### src/rtl/mem_req_arbiter.sv
// mem_req_arbiter
// Round-robin arbiter placing NUM_REQ requesters (i-cache, d-cache, DMA)
// onto one unified-memory port. One transaction outstanding at a time;
// memory latency is open-ended and signalled by mem_rdy.
// Optional feature macro: MEM_TIMEOUT_EN bounds the wait on mem_rdy to
// TIMEOUT cycles and reports the abort through resp_err.
module mem_req_arbiter #(
  parameter int NUM_REQ = 2,
  parameter int ADDR_W  = 16,
  parameter int DATA_W  = 16,
  parameter int TIMEOUT = 64
) (
  input  logic                      clk,
  input  logic                      rst,
  input  logic [NUM_REQ-1:0]        req_valid,
  input  logic [NUM_REQ-1:0]        req_rw,
  input  logic [NUM_REQ*ADDR_W-1:0] req_addr,
  input  logic [NUM_REQ*DATA_W-1:0] req_wdata,
  output logic [NUM_REQ-1:0]        req_accept,
  output logic [NUM_REQ-1:0]        resp_valid,
  output logic [DATA_W-1:0]         resp_data,
  output logic                      resp_err,
  output logic [ADDR_W-1:0]         mem_addr,
  output logic                      mem_re,
  output logic                      mem_we,
  output logic [DATA_W-1:0]         mem_wdata,
  input  logic                      mem_rdy,
  input  logic [DATA_W-1:0]         mem_rdata,
  output logic                      busy
);

  localparam int ID_W = $clog2(NUM_REQ);
  localparam logic [NUM_REQ-1:0] ONE = {{(NUM_REQ-1){1'b0}}, 1'b1};

  typedef enum logic [1:0] {
    IDLE = 2'd0,
    WAIT = 2'd1,
    RESP = 2'd2
  } state_t;

  state_t            state;
  state_t            state_next;

  logic [ID_W-1:0]   rr_ptr;
  logic [ID_W-1:0]   id_q;
  logic [ID_W-1:0]   gnt_id;
  logic [ID_W-1:0]   idx;
  logic              gnt_found;
  logic              take;
  logic [ADDR_W-1:0] addr_q;
  logic [DATA_W-1:0] wdata_q;
  logic [DATA_W-1:0] rdata_q;
  logic              rw_q;
  logic              err_q;
  logic              timeout_hit;

  // Round-robin search: first valid channel after the one served last, with wrap.
  always_comb begin
    gnt_found = 1'b0;
    gnt_id    = '0;
    idx       = '0;
    for (int i = 1; i <= NUM_REQ; i++) begin
      idx = ID_W'((int'(rr_ptr) + i) % NUM_REQ);
      if (!gnt_found && req_valid[idx]) begin
        gnt_found = 1'b1;
        gnt_id    = idx;
      end else begin
        gnt_id    = gnt_id;
      end
    end
  end

  // A request is only taken while idle; reset masks the combinational grant.
  assign take = (state == IDLE) && gnt_found && !rst;

`ifdef MEM_TIMEOUT_EN
  localparam int CNT_W = $clog2(TIMEOUT + 1);
  logic [CNT_W-1:0] wait_cnt;

  // Count cycles spent in WAIT; held at zero outside so each access starts fresh.
  always_ff @(posedge clk or posedge rst) begin
    if (rst) begin
      wait_cnt <= '0;
    end else if (state == WAIT) begin
      wait_cnt <= wait_cnt + CNT_W'(1);
    end else begin
      wait_cnt <= '0;
    end
  end

  // Abort on the WAIT cycle whose increment would make the count reach TIMEOUT.
  assign timeout_hit = (state == WAIT) && !mem_rdy &&
                       (wait_cnt == CNT_W'(TIMEOUT - 1));
`else
  assign timeout_hit = 1'b0;
`endif

  // State register.
  always_ff @(posedge clk or posedge rst) begin
    if (rst) begin
      state <= IDLE;
    end else begin
      state <= state_next;
    end
  end

  // Next-state logic.
  always_comb begin
    state_next = state;
    case (state)
      IDLE: begin
        if (gnt_found) begin
          state_next = WAIT;
        end else begin
          state_next = IDLE;
        end
      end
      WAIT: begin
        if (mem_rdy || timeout_hit) begin
          state_next = RESP;
        end else begin
          state_next = WAIT;
        end
      end
      RESP:    state_next = IDLE;
      default: state_next = IDLE;
    endcase
  end

  // Latch the granted request so the memory sees stable values during WAIT.
  always_ff @(posedge clk or posedge rst) begin
    if (rst) begin
      addr_q  <= '0;
      wdata_q <= '0;
      rw_q    <= 1'b0;
      id_q    <= '0;
    end else if (take) begin
      addr_q  <= req_addr[gnt_id*ADDR_W +: ADDR_W];
      wdata_q <= req_wdata[gnt_id*DATA_W +: DATA_W];
      rw_q    <= req_rw[gnt_id];
      id_q    <= gnt_id;
    end else begin
      addr_q  <= addr_q;
      wdata_q <= wdata_q;
      rw_q    <= rw_q;
      id_q    <= id_q;
    end
  end

  // Read data is kept until the next read completes; writes and timeouts leave it.
  always_ff @(posedge clk or posedge rst) begin
    if (rst) begin
      rdata_q <= '0;
    end else if ((state == WAIT) && mem_rdy && !rw_q) begin
      rdata_q <= mem_rdata;
    end else begin
      rdata_q <= rdata_q;
    end
  end

  // Remember whether the access ended by timeout, for the completion cycle.
  always_ff @(posedge clk or posedge rst) begin
    if (rst) begin
      err_q <= 1'b0;
    end else if (state == WAIT) begin
      err_q <= timeout_hit;
    end else begin
      err_q <= err_q;
    end
  end

  // Round-robin pointer moves to the channel just served on completion.
  always_ff @(posedge clk or posedge rst) begin
    if (rst) begin
      rr_ptr <= ID_W'(NUM_REQ - 1);
    end else if (state == RESP) begin
      rr_ptr <= id_q;
    end else begin
      rr_ptr <= rr_ptr;
    end
  end

  // Outputs decode directly from the state register, so reset clears them at once.
  assign req_accept = take ? (ONE << gnt_id) : '0;
  assign mem_re     = (state == WAIT) && !rw_q;
  assign mem_we     = (state == WAIT) && rw_q;
  assign mem_addr   = addr_q;
  assign mem_wdata  = wdata_q;
  assign resp_valid = (state == RESP) ? (ONE << id_q) : '0;
  assign resp_data  = rdata_q;
  assign resp_err   = (state == RESP) && err_q;
  assign busy       = (state != IDLE);

endmodule
### config.mk
export PLATFORM = sky130hd
export DESIGN_NAME = mem_req_arbiter
export DESIGN_NICKNAME = d
export VERILOG_FILES = /design/src/rtl/mem_req_arbiter.sv
export SDC_FILE = /design/constraint.sdc
export NUM_CORES = 1
export LEC_CHECK = 0
export ABC_AREA = 0
export ABC_CLOCK_PERIOD_IN_PS = 1900
export CAP_MARGIN = 20
export CORE_ASPECT_RATIO = 1.75
export CORE_MARGIN = 4
export CORE_UTILIZATION = 38
export CTS_CLUSTER_SIZE = 30
export DETAILED_ROUTE_END_ITERATION = 10
export PLACE_DENSITY = 0.8
export SLEW_MARGIN = 10
export SYNTH_ARGS = -nofsm -noshare
export SYNTH_HDL_FRONTEND = slang
export SYNTH_SLANG_ARGS = --single-unit
### constraint.sdc
create_clock -name clk -period 1.9 [get_ports clk]
set_clock_uncertainty 0.15 [all_clocks]
set_input_delay 0.19 -clock clk [delete_from_list [all_inputs] [get_ports clk]]
set_output_delay 0.19 -clock clk [all_outputs]
set_load 0.05 [all_outputs]
; Yosys cells after proc, flatten, opt, wreduce, memory -nomap -nowiden
; Index checks and enable logic that the tools add are counted.
[totals]
latch_bits = 0
rom_bits = 0
output_inout_bits = 56
in_bits = 87
wordCells = 45
ff_bits = 53
ram_bits = 0
memories = 0
[classes]
n_bitwise = 0
n_addsub = 2
eq_ne = 2
order_cmp = 3
shift = 4
n_mul = 0
reduce_logical = 12
n_mux = 15
div = 0
[op_table]
columns = operator, count
row1 = 32-bit by 6-bit variable part select with 16-bit output, 2
row2 = 1-bit two-way mux, 11
row3 = 1-bit logical AND, 7
row4 = "1-bit by 2-bit < comparator with 1-bit output, second input constant", 3
row5 = 2-bit two-way mux, 3
row6 = 2-bit one-hot mux with 2 select lines, 1
row7 = "1-bit by 1-bit left shift with 2-bit output, first input constant", 2
row8 = 1-bit logical NOT, 3
row9 = "1-bit adder, second input constant", 2
row10 = "2-bit by 1-bit equality test with 1-bit output, second input constant", 1
row11 = "2-bit equality test, second input constant", 1
row12 = 2-bit logical NOT, 1
row13 = 2-bit nonzero test, 1

; Depth between registers and ports, before layout
[logic_depth]
depth_word = 10
mapped_depth = 6
depth_no_buf = 3

; Worst setup path after synthesis
; Ideal clock, no wire load.
[synth_path]
path_kind = reg-to-reg
start = register state[1]
end = register rdata_q[0] (netlist: resp_data[0])
path_buffers = 2
required_ps = 1625
synth_period_minus_slack_ps = 2214
path_stages_with_launch = 6
slack_ps = -314
arrival_ps = 1940
setup_ps = 125
path_cell_list = dfrtp_1 nor3b_2 and2_1 buf_4 buf_8 mux2_2
[synth_between]
elab_chain_len = 3
[synth_lines]
columns = item, line
row1 = start: declaration, 41  ; state_t state;
row2 = start signal: assignment, 103  ; state <= state_next;
row3 = 2-bit by 1-bit equality test with 1-bit output, 154  ; end else if ((state == WAIT) && mem_rdy && !rw_q) begin
row4 = 1-bit logical AND (2 in a row), 154
row5 = end signal: assignment, 155  ; rdata_q <= mem_rdata;
row6 = end signal: assignment, 157  ; rdata_q <= rdata_q;
row7 = end: declaration, 52  ; logic [DATA_W-1:0] rdata_q;
; Every way passes these cells.
; A chain may end at the register's enable or synchronous reset.

; Final worst setup path
[layout_path]
start = register state[1]
end = output port req_accept[0]
[layout_between]
elab_chain_len = 4
[layout_lines]
columns = item, line
row1 = 2-bit logical NOT, 74  ; assign take = (state == IDLE) && gnt_found && !rst;
row2 = 1-bit logical AND (2 in a row), 74
row3 = 2-bit two-way mux, 184  ; assign req_accept = take ? (ONE << gnt_id) : '0;
row4 = end: declaration, 19  ; output logic [NUM_REQ-1:0] req_accept,
; Every way passes these cells.

==> summary.md <==
| Metric | Value |
|---|---|
| DIE AREA | 0.007973 sq mm |
| H-tree level count | 2 |
| Initial antenna violation count | 0 |
| LEAKAGE | 1.809 nW |
| Area share of the largest cell type after synthesis | 52.18% |
| Routability Congestion | 0.7824 |
| Core area | 0.006276 sq mm |
| Wirelength per Cell | 17.73 um |
| N_diodes | 0 |
| Crit end category | primary output |
| Vias in the first global route | approximately 2,500 |
| CP Cell Sequence | or3_4, nor3b_4, buf_12 |
| I/O pin count | 143 |
| Nature of the critical path startpoint | flip-flop |
| Gate Count Post-Synth | 212 |
| Worst path buffer plus inverter count | 1 |
| Clock root buffer | clkbuf_8 |
| Synth unique cells | 29 |
| Die height | 115.2 um |
| Worst path max stage delay | around 0.45 ns |
| Fillers | slightly above 500 |
| First-pass GRT wire length | 12,320 um |
| Mapped Nets | 299 |
| Starting DRT DRC Count | 139 |
| Remaining Overflow, GRT | 0 |
| Ys Warns | 0 |
| Reg2reg path depth | 6 |
| Critical-path maximum fanout | 4 |
| Status | finished, violations left |
| Clk buf depth | 2 |
| Critical path required time | around 1.6 ns |
| Clk pin slew, worst setup/hold paths | 0.09 ns |
| Worst Hold Class | in2async |
| Final Hold Fails | 0 |
| # rows | 38 |
| Synth area leader | dfrtp_1 |
| Fraction of layout cells with a size suffix above 1 | 27.82% |
| Setup WS post-layout | -0.006350 ns |
| Crit path DAT | about 1.6 ns |
| Setup CP Type | reg2out |
| Period utilization | 100.3% |
| Failing checks | negative setup slack |
| WL final | 7856 um |
| Clock Latency Late Sink | 0.31 ns |
| Final setup fails | 1 |
| Slew headroom | 64.68% |
| Area delta synth->final | 72.05% |
| Vias per inst | 5.169 |
| Total CTS buffers | 5 |
| Worst path slowest cell | dfrtp_2 |
| R2R setup slack | approximately 0.1 ns |
| Top achievable clock speed | 0.5246 GHz |
| Cell depth of the worst setup path | 3 |
| Largest net degree at the start of global routing | 32 |
| Tmin final | 1.906 ns |
| DR DRC count | 0 |
| Detail Route Antenna Nets | 0 |
| Area contributors post-synth | dfrtp_1, a221o_2, mux2_2 |
| FF+latch count, synth | between 50 and 60 |
| Sequential area share after synthesis | 53.24% |
| Slew Limit Fails | 0 |
| Cell Area, Synth | 0.002494 sq mm |
| DP Worst Slack | -0.07515 ns |
| Crit path max-delay family | simple AND/OR/NAND/NOR gates |
| Total track usage | 19.61% |
| Inst Count DP | approximately 430 |
| RR Startpoint | state[0] |
| Max Cap Violations | 0 |
| Post-synthesis average cell area | 11.76 sq um |
| Slew @ Worst Pin | 0.5282 ns |
| Reg2reg end | resp_data[12] |
| PwrDens | 1711 mW/mm^2 |
| Final HPWL DP | 6091 um |
| Initial Util | about two fifths |
| Post-layout nets | 450 |
| Port bufs | 141 |
| Unrepaired setup endpoints after global routing | yes |
| Routed via count | roughly 2,300 |
| # clock sinks | 53 |
| Drt first pass iters | 4 |
| Total power | 0.007339 W |
| CTS tree | done |
| Die Wd | 69.24 um |
| Setup TNS | -0.006350 ns |
| Post-route insts no fill | 443 |
| Maximum vdd ir drop | approximately 0.89 mV |
[power breakdown]
part | internal [W] | total, W | switching [W]
sequential | 0.00169 | 0.00201 | 0.000328
clock | 0.000383 | 0.000737 | 0.000354
combinational | 0.00187 | 0.00459 | 0.00272
[cell type report]
cell class,instances,area [sq um],share of cell area (%)
Timing Repair Buffer,166,1702,39.66
Clock buffer,5,68.82,1.604
Tap cell,80,100.1,2.333
Multi-Input combinational cell,135,1047,24.41
Inverter,2,7.507,0.1750
Sequential cell,53,1330,31.00
Clock inverter,2,35.03,0.8166
[cell usage in the layout (no fill, tap or decap)]
master,netlist,routed
nor3_2,1,2
dlymetal6s2s_1,0,1
and3b_1,2,2
or3_4,0,1
nor3b_4,0,2
clkbuf_8,0,5
clkdlybuf4s50_1,0,130
a221o_2,28,28
mux2_4,0,10
a211oi_1,1,1
a21o_1,1,1
o21ai_2,1,1
or2b_1,1,1
dfrtp_2,0,2
dfrtp_1,52,50
inv_1,2,1
buf_4,5,25
nor2_2,0,2
nor2b_2,0,1
bufinv_16,0,1
or2_2,1,1
a221o_1,5,5
a21oi_1,1,1
clkinv_2,0,1
and2_1,1,1
nor3_1,34,33
buf_12,0,10
inv_2,0,1
conb_1,1,1
and3_4,0,1
mux2_2,16,6
nand2_1,34,34
dfstp_2,1,1
[synth_stat cells, drive strengths merged]
master	n
nor2b	1
inv	2
dfrtp	52
and3b	2
or3	1
clkbuf	3
a211oi	1
and3	1
o21ai	1
dfstp	1
a21o	1
and2	1
buf	19
nor2	2
mux2	16
nor3	35
or2	1
conb	1
a21oi	1
nor3b	2
a221o	33
nand2	34
or2b	1
[layer usage]
metal	part of all wire (%)	track usage, %
met5	0	0
met4	3.0	8.735
met3	4.9	3.587
met2	56	36.67
met1	36	21.33
[worst max path at each step]
stage                          endpoint     start  slack, ns
final                     req_accept[0]  state[1]     -0.006
after global routing      req_accept[0]  state[1]      -0.06
after CTS                 req_accept[0]  state[1]      -0.02
after detailed placement   mem_wdata[0]       rst      -0.08
after global placement    req_accept[0]       rst      -0.04
after floorplan            resp_data[0]  state[0]      -0.11
[timing repair]
item,CTS,global route
setup endpoints to repair,2,4
hold buffers,0,0
cloned,0,0
pin swaps,2,0
buffers inserted,5,0
resized for setup,5,3
[worst register-to-register path: stages, from the launching register on]
cell     delay (ns)
dfrtp_2        0.40
buf_4          0.13
buf_4          0.12
nor3b_4        0.17
and2_1         0.19
buf_12         0.17
mux2_2         0.36
[flip-flops by register name, indices dropped and copies added, names as in the netlist]
register / flops
mem_wdata: 16
rw_q: 1
rr_ptr: 1
resp_data: 16
id_q: 1
state: 2
mem_addr: 16
[per-stage QoR]
step	utilization [%]	hold slack [ns]	instance area [sq um]
2_1_floorplan	-	0.1337	2549
3_3_place_gp	65.73	0.3381	4125
3_5_place_dp	65.73	0.3427	4125
4_1_cts	68.22	0.1417	4282
5_1_grt	68.36	0.1715	4290
6_report	68.36	0.1346	4290
[cell families after synthesis]
| kind of cell | Yosys count | share of synthesized area [%] |
|---|---|---|
| AOI/OAI and AO/OA | 37 | 15.81 |
| and+or+nand+nor | 81 | 15.91 |
| buffers and inverters | 24 | 7.677 |
| other | 1 | 0.1504 |
| muxes | 16 | 7.225 |
| DFF | 53 | 53.24 |
Power figures use the tool's default switching activity.
